[config.mk]
export PLATFORM = sky130hd
export DESIGN_NAME = multicore_cpu_1_cpu_mult_combine
export DESIGN_NICKNAME = d
export VERILOG_FILES = /design/src/rtl/multicore_cpu_1_cpu_mult_combine.sv
export SDC_FILE = /design/constraint.sdc
export NUM_CORES = 1
export LEC_CHECK = 0
export CAP_MARGIN = 20
export CORE_ASPECT_RATIO = 1.2
export CORE_UTILIZATION = 35
export CTS_BUF_LIST = sky130_fd_sc_hd__clkbuf_16
export DETAILED_ROUTE_END_ITERATION = 7
export PLACE_DENSITY = 0.61
export SLEW_MARGIN = 25
export SYNTH_ARGS = -nofsm -noshare
export SYNTH_HDL_FRONTEND = slang
export SYNTH_SLANG_ARGS = --single-unit
export TNS_END_PERCENT = 50
[constraint.sdc]
create_clock -name clk -period 8.15 [get_ports clk]
set_input_delay 1.63 -clock clk [delete_from_list [all_inputs] [get_ports clk]]
set_output_delay 1.63 -clock clk [all_outputs]
set_load 0.03 [all_outputs]
[src/rtl/multicore_cpu_1_cpu_mult_combine.sv]
// Two-stage combiner that folds four 16x16 partial products into a 64-bit product.
// S1 sums the middle partial products; S2 assembles and holds the final result.
module multicore_cpu_1_cpu_mult_combine #(
   parameter int TAG_W = 5
) (
   input  logic             clk,
   input  logic             reset_n,
   input  logic             flush,
   input  logic             in_valid,
   output logic             in_ready,
   input  logic             in_src1_signed,
   input  logic             in_src2_signed,
   input  logic [31:0]      in_p1,
   input  logic [31:0]      in_p2,
   input  logic [31:0]      in_p3,
   input  logic [31:0]      in_p4,
   input  logic [TAG_W-1:0] in_tag,
   output logic             out_valid,
   input  logic             out_ready,
   output logic [31:0]      out_lo,
   output logic [31:0]      out_hi,
   output logic [TAG_W-1:0] out_tag
);

   logic             s1_valid_reg;
   logic [31:0]      s1_p1_reg;
   logic [31:0]      s1_p4_reg;
   logic [33:0]      s1_mid_reg;
   logic [TAG_W-1:0] s1_tag_reg;

   logic             s2_valid_reg;
   logic [63:0]      s2_prod_reg;
   logic [TAG_W-1:0] s2_tag_reg;

   logic             s2_adv;
   logic             s1_adv;
   logic             in_fire;
   logic [33:0]      mid_next;
   logic [63:0]      prod_next;

   assign s2_adv   = !s2_valid_reg || out_ready;
   assign s1_adv   = !s1_valid_reg || s2_adv;
   assign in_ready = s1_adv && !flush;
   assign in_fire  = in_valid && in_ready;

   // p2/p3 carry the signedness of the high half they multiply by
   assign mid_next = {{2{in_src2_signed & in_p2[31]}}, in_p2}
                   + {{2{in_src1_signed & in_p3[31]}}, in_p3};

   assign prod_next = {s1_p4_reg, 32'b0}
                    + {{14{s1_mid_reg[33]}}, s1_mid_reg, 16'b0}
                    + {32'b0, s1_p1_reg};

   always_ff @(posedge clk or negedge reset_n) begin
      if (!reset_n) begin
         s1_valid_reg <= 1'b0;
         s1_p1_reg    <= '0;
         s1_p4_reg    <= '0;
         s1_mid_reg   <= '0;
         s1_tag_reg   <= '0;
         s2_valid_reg <= 1'b0;
         s2_prod_reg  <= '0;
         s2_tag_reg   <= '0;
      end else if (flush) begin
         s1_valid_reg <= 1'b0;
         s2_valid_reg <= 1'b0;
      end else begin
         if (s1_adv) begin
            s1_valid_reg <= in_valid;
         end
         if (in_fire) begin
            s1_p1_reg  <= in_p1;
            s1_p4_reg  <= in_p4;
            s1_mid_reg <= mid_next;
            s1_tag_reg <= in_tag;
         end
         if (s2_adv) begin
            s2_valid_reg <= s1_valid_reg;
            // an empty S1 leaves the last result in place
            if (s1_valid_reg) begin
               s2_prod_reg <= prod_next;
               s2_tag_reg  <= s1_tag_reg;
            end
         end
      end
   end

   assign out_valid = s2_valid_reg;
   assign out_lo    = s2_prod_reg[31:0];
   assign out_hi    = s2_prod_reg[63:32];
   assign out_tag   = s2_tag_reg;

endmodule

# Word level (Yosys, flattened, before mapping)
# Index checks and enable logic that the tools add are counted.
[word_totals]
inputBits = 140
output_inout_bits = 71
memories = 0
latchBits = 0
ff_bits = 174
ram_bits = 0
romBits = 0
wordCells = 29
[classes]
multipliers = 0
n_eq_ne = 0
magnitude_cmp = 0
div_mod_pow = 0
shift = 0
reduce_logical = 11
add_sub_neg = 3
bitwise = 3
muxes = 4
[op_table]
columns = ["cell", "n"]
rows = [
  ["$add 64x32->64", 1],
  ["$add 64x64->64", 1],
  ["$add 33x33->34", 1],
  ["$mux 1", 4],
  ["$reduce_bool 2->1", 2],
  ["$logic_not 1->1", 3],
  ["$reduce_and 3->1", 1],
  ["$and 1x1->1", 2],
  ["$logic_and 1x1->1", 2],
  ["$logic_or 1x1->1", 2],
  ["$reduce_and 2->1", 1],
  ["$not 1->1", 1],
]

# Logic depth before layout (Yosys ltp)
[depth]
word_depth = 6
ltp_mapped = 12
mapped_depth_nobuf = 12

# Worst setup path after synthesis
# No wires, ideal clock.
[synth_timing]
kind = "input -> register"
start = "in in_p2[5]"
end = "reg s1_mid_reg[30]"
arrival_ns = 3.843
slack_ns = 4.180
n_path_buf = 0
cell_stages = 10
required_ns = 8.023
setup_ns = 0.127
cell_sequence = "ha_1 > a21o_1 > a211o_1 > o211a_1 > a221o_1 > o21ai_2 > o211ai_2 > o41a_1 > xnor2_1 > o21ai_1"
[synth_via]
elab_chain_cells = 1
[synth_lines]
columns = ["element", "line", "rtl"]
rows = [
  ["from (decl)", "14", "input logic [31:0] in_p2,"],
  ["$add 33x33->34", "48", "+ {{2{in_src1_signed & in_p3[31]}}, in_p3};"],
  ["to (signal assigned)", "74", "s1_mid_reg <= mid_next;"],
  ["to (decl)", "28", "logic [33:0] s1_mid_reg;"],
]
# Every way passes these cells.
# A chain may end at the register's enable or synchronous reset.

# Final worst setup path
[layout_timing]
start = "in out_ready"
end = "out in_ready"
[layout_via]
elab_chain_cells = 3
[layout_lines]
columns = ["element", "line", "rtl"]
rows = [
  ["from (decl)", "19", "input logic out_ready,"],
  ["$logic_or 1x1->1", "41", "assign s2_adv = !s2_valid_reg || out_ready;"],
  ["$logic_or 1x1->1", "42", "assign s1_adv = !s1_valid_reg || s2_adv;"],
  ["$logic_and 1x1->1", "43", "assign in_ready = s1_adv && !flush;"],
  ["to (decl)", "10", "output logic in_ready,"],
]
# Every way passes these cells.

==> insert_results.sql <==
INSERT INTO impl_metrics (metric_group, metric, value, unit) VALUES
('logic_synthesis', 'synth-seq-area-share', '0.408', ''),
('clock_tree', 'ctsHoldBuffers', '0', ''),
('finish', 'post-route-util', '0.460', ''),
('sta', 'max_freq', '0.205', 'GHz'),
('placement', 'placedInstanceArea', '13000', 'um^2'),
('die', 'rows', '69', ''),
('die', 'dieArea', '31200', 'um^2'),
('finish', 'layout_common_cells', '397 x sky130_fd_sc_hd__nand2_1, 209 x sky130_fd_sc_hd__clkdlybuf4s50_1, 174 x sky130_fd_sc_hd__dfrtp_1, 104 x sky130_fd_sc_hd__o21ai_0, 80 x sky130_fd_sc_hd__ha_1', ''),
('hold_path', 'worst_hold_path.endpoint', 's2_prod_reg[13]', ''),
('critical_path', 'crit_type', 'input port to output port', ''),
('route', 'routed_wl', '28000', 'um'),
('clock_tree', 'ctsLongestPathBuffers', '2', ''),
('sta', 'post-route-period-util', '0.599', ''),
('clock_tree', 'post_cts_resized', '0', ''),
('global_routing', 'global_route.usage.total', '0.184', ''),
('critical_path', 'reg2reg_depth', '11', ''),
('power_and_ir_drop', 'power.density', '269', 'nW/um^2'),
('clock_tree', 'cts-buffers-inserted', '17', ''),
('die', 'fp.coreArea', '29800', 'um^2'),
('finish', 'largest_register_ff_count', '64', ''),
('route', 'vias', '9263', ''),
('placement', 'place.port_buffers', '210', ''),
('clock_tree', 'clock_tree_sinks', '174', ''),
('die', 'die_w', '161', 'um'),
('die', 'die-height', '193', 'um'),
('logic_synthesis', 'synthArstFlopShare', '1.00', ''),
('global_routing', 'grt_first_pass_wirelength', '45700', 'um'),
('global_routing', 'first_global_vias', '9004', ''),
('logic_synthesis', 'synth_enable_flop_cells', '0', ''),
('global_routing', 'grt_max_degree', '102', ''),
('critical_path', 'cp.arrival', '3.25', 'ns'),
('finish', 'layout_commonest_cell', 'sky130_fd_sc_hd__nand2_1', ''),
('logic_synthesis', 'ys_warn_count', '0', ''),
('sta', 'finalSetupViolations', '0', ''),
('sta', 'finalSetupTns', '0', 'ns'),
('critical_path', 'critical_path.reg2reg.startpoint', 's1_mid_reg[0]', ''),
('global_routing', 'grt_overflow', '0', ''),
('critical_path', 'reg2reg_to', 's2_prod_reg[54]', ''),
('sta', 'clock_skew', '0.0108', 'ns'),
('logic_synthesis', 'netlist.top_cell.by_area', 'sky130_fd_sc_hd__dfrtp_1', ''),
('route', 'dr.pass1.iters', '5', ''),
('critical_path', 'crit_path_start_kind', 'input port', ''),
('placement', 'place.gp.congestion', '0.833', ''),
('clock_tree', 'tritoncts', 'done', ''),
('die', 'ioPinCount', '211', ''),
('clock_tree', 'max_h_tree_level', '4', ''),
('power_and_ir_drop', 'ir_worst_vdd', '0.000158', 'V'),
('run_status', 'outcome', 'finished clean', ''),
('logic_synthesis', 'netlist_area', '10700', 'um^2'),
('flow_run', 'drv_cap', '0', ''),
('logic_synthesis', 'post_synth_main_area_contributors', 'sky130_fd_sc_hd__dfrtp_1 41%, sky130_fd_sc_hd__nand2_1 14%, sky130_fd_sc_hd__ha_1 9.4%', ''),
('clock_tree', 'clk_latency', '0.44', 'ns'),
('hold_path', 'min_path_type', 'flip-flop to flip-flop', ''),
('clock_tree', 'cts.root.buffer_cell', 'sky130_fd_sc_hd__clkbuf_16', ''),
('route', 'detail_route.drc_violations', '0', ''),
('power_and_ir_drop', 'p_leak', '6.42', 'nW'),
('sta', 'max_slew.worst_pin.slew', '1.00', 'ns'),
('sta', 'maxSlewHeadroom', '0.331', ''),
('finish', 'synthToLayoutAreaGrowth', '28.4', '%'),
('finish', 'layout-drive-gt1-share', '0.0475', ''),
('route', 'vias_per_cell', '5.03', ''),
('logic_synthesis', 'synth.ff_latch_count', '174', ''),
('sta', 'timing_hold_violations_final', '0', ''),
('critical_path', 'worst_setup_path_end_kind', 'output port', ''),
('hold_path', 'worst_hold_path_cells', '2', ''),
('logic_synthesis', 'synth.lib_cells_used.distinct', '76', ''),
('sta', 'grt_setup_unrepaired', 'false', ''),
('logic_synthesis', 'synthesized_area_per_cell', '8.44', 'um^2'),
('sta', 'finalCriticalPeriod', '4.88', 'ns'),
('critical_path', 'ff2ff_setup_slack', '4.76', 'ns'),
('sta', 'slew_viol_final', '0', '');
[report_power, final]
group | switching (mW) | internal, mW
registers | 0.134 | 1.07
clock network | 0.365 | 0.488
logic | 0.958 | 0.666
total | 1.46 | 2.23
[cell type report]
class	count	area, um^2
Clock buffer	17	425
Clock inverter	15	186
Fill cell	2969	16100
Inverter	14	52.6
Multi-Input combinational cell	1016	6010
Sequential cell	174	4350
Tap cell	390	488
Timing Repair Buffer	216	2170
[worst max path at each step]
stage / startpoint / end / slack, ns / cells past startpoint
floorplan: in_p2[5] / s1_mid_reg[30] / 4.18 / 10
global placement: out_ready / in_ready / 3.31 / 4
detailed placement: out_ready / in_ready / 3.29 / 4
CTS: out_ready / in_ready / 3.27 / 4
global route: out_ready / in_ready / 3.20 / 4
finish: out_ready / in_ready / 3.27 / 4
[stage by stage]
stage | power [mW] | setup slack [ns] | cells
6_report | 3.68 | 3.27 | 1842
5_1_grt | 3.92 | 3.20 | 1842
4_1_cts | 3.72 | 3.27 | 1841
3_5_place_dp | 2.85 | 3.29 | 1809
3_3_place_gp | 2.83 | 3.31 | 1809
2_1_floorplan | 2.24 | 4.18 | 1263
[critical path, cell delays in order]
cell	delay [ns]
sky130_fd_sc_hd__clkdlybuf4s50_1	0.45
sky130_fd_sc_hd__nor2b_1	0.09
sky130_fd_sc_hd__a21oi_1	0.34
sky130_fd_sc_hd__clkdlybuf4s50_1	0.74
[cells in the mapped netlist, types with 4 or more instances]
master,n
sky130_fd_sc_hd__o21ai_0,104
sky130_fd_sc_hd__o21ai_2,6
sky130_fd_sc_hd__o21a_1,4
sky130_fd_sc_hd__a21oi_1,78
sky130_fd_sc_hd__and3_1,8
sky130_fd_sc_hd__dfrtp_1,174
sky130_fd_sc_hd__nand4_1,23
sky130_fd_sc_hd__o21ai_1,4
sky130_fd_sc_hd__o21bai_1,15
sky130_fd_sc_hd__clkbuf_1,47
sky130_fd_sc_hd__and2_1,7
sky130_fd_sc_hd__a21o_1,37
sky130_fd_sc_hd__xor2_1,30
sky130_fd_sc_hd__a31oi_1,8
sky130_fd_sc_hd__nand2b_1,7
sky130_fd_sc_hd__o211ai_1,6
sky130_fd_sc_hd__o31ai_1,4
sky130_fd_sc_hd__nor3_1,10
sky130_fd_sc_hd__nor2b_1,4
sky130_fd_sc_hd__a211oi_1,12
sky130_fd_sc_hd__nand2_1,397
sky130_fd_sc_hd__inv_1,14
sky130_fd_sc_hd__a41oi_1,4
sky130_fd_sc_hd__xnor2_1,34
sky130_fd_sc_hd__a211o_1,5
sky130_fd_sc_hd__nand3_1,18
sky130_fd_sc_hd__ha_1,80
sky130_fd_sc_hd__nor2_1,51
[layer usage]
metal,routed length [um],global-route usage,share of wire
met1,13200,0.248,0.47
met2,13300,0.309,0.48
met3,1100,0.0261,0.039
met4,311,0.0493,0.011
met5,0,0,0
[cells by family after synthesis]
| family | after synthesis | synth area share |
|---|---|---|
| AOI/OAI and AO/OA | 322 | 0.195 |
| xor gates and xnor gates | 64 | 0.0526 |
| adders and majority gates | 82 | 0.0977 |
| buffers and inverters | 73 | 0.0291 |
| DFF | 174 | 0.408 |
| muxes | 4 | 0.00387 |
| and+or+nand+nor | 544 | 0.213 |
Power figures use the tool's default switching activity.
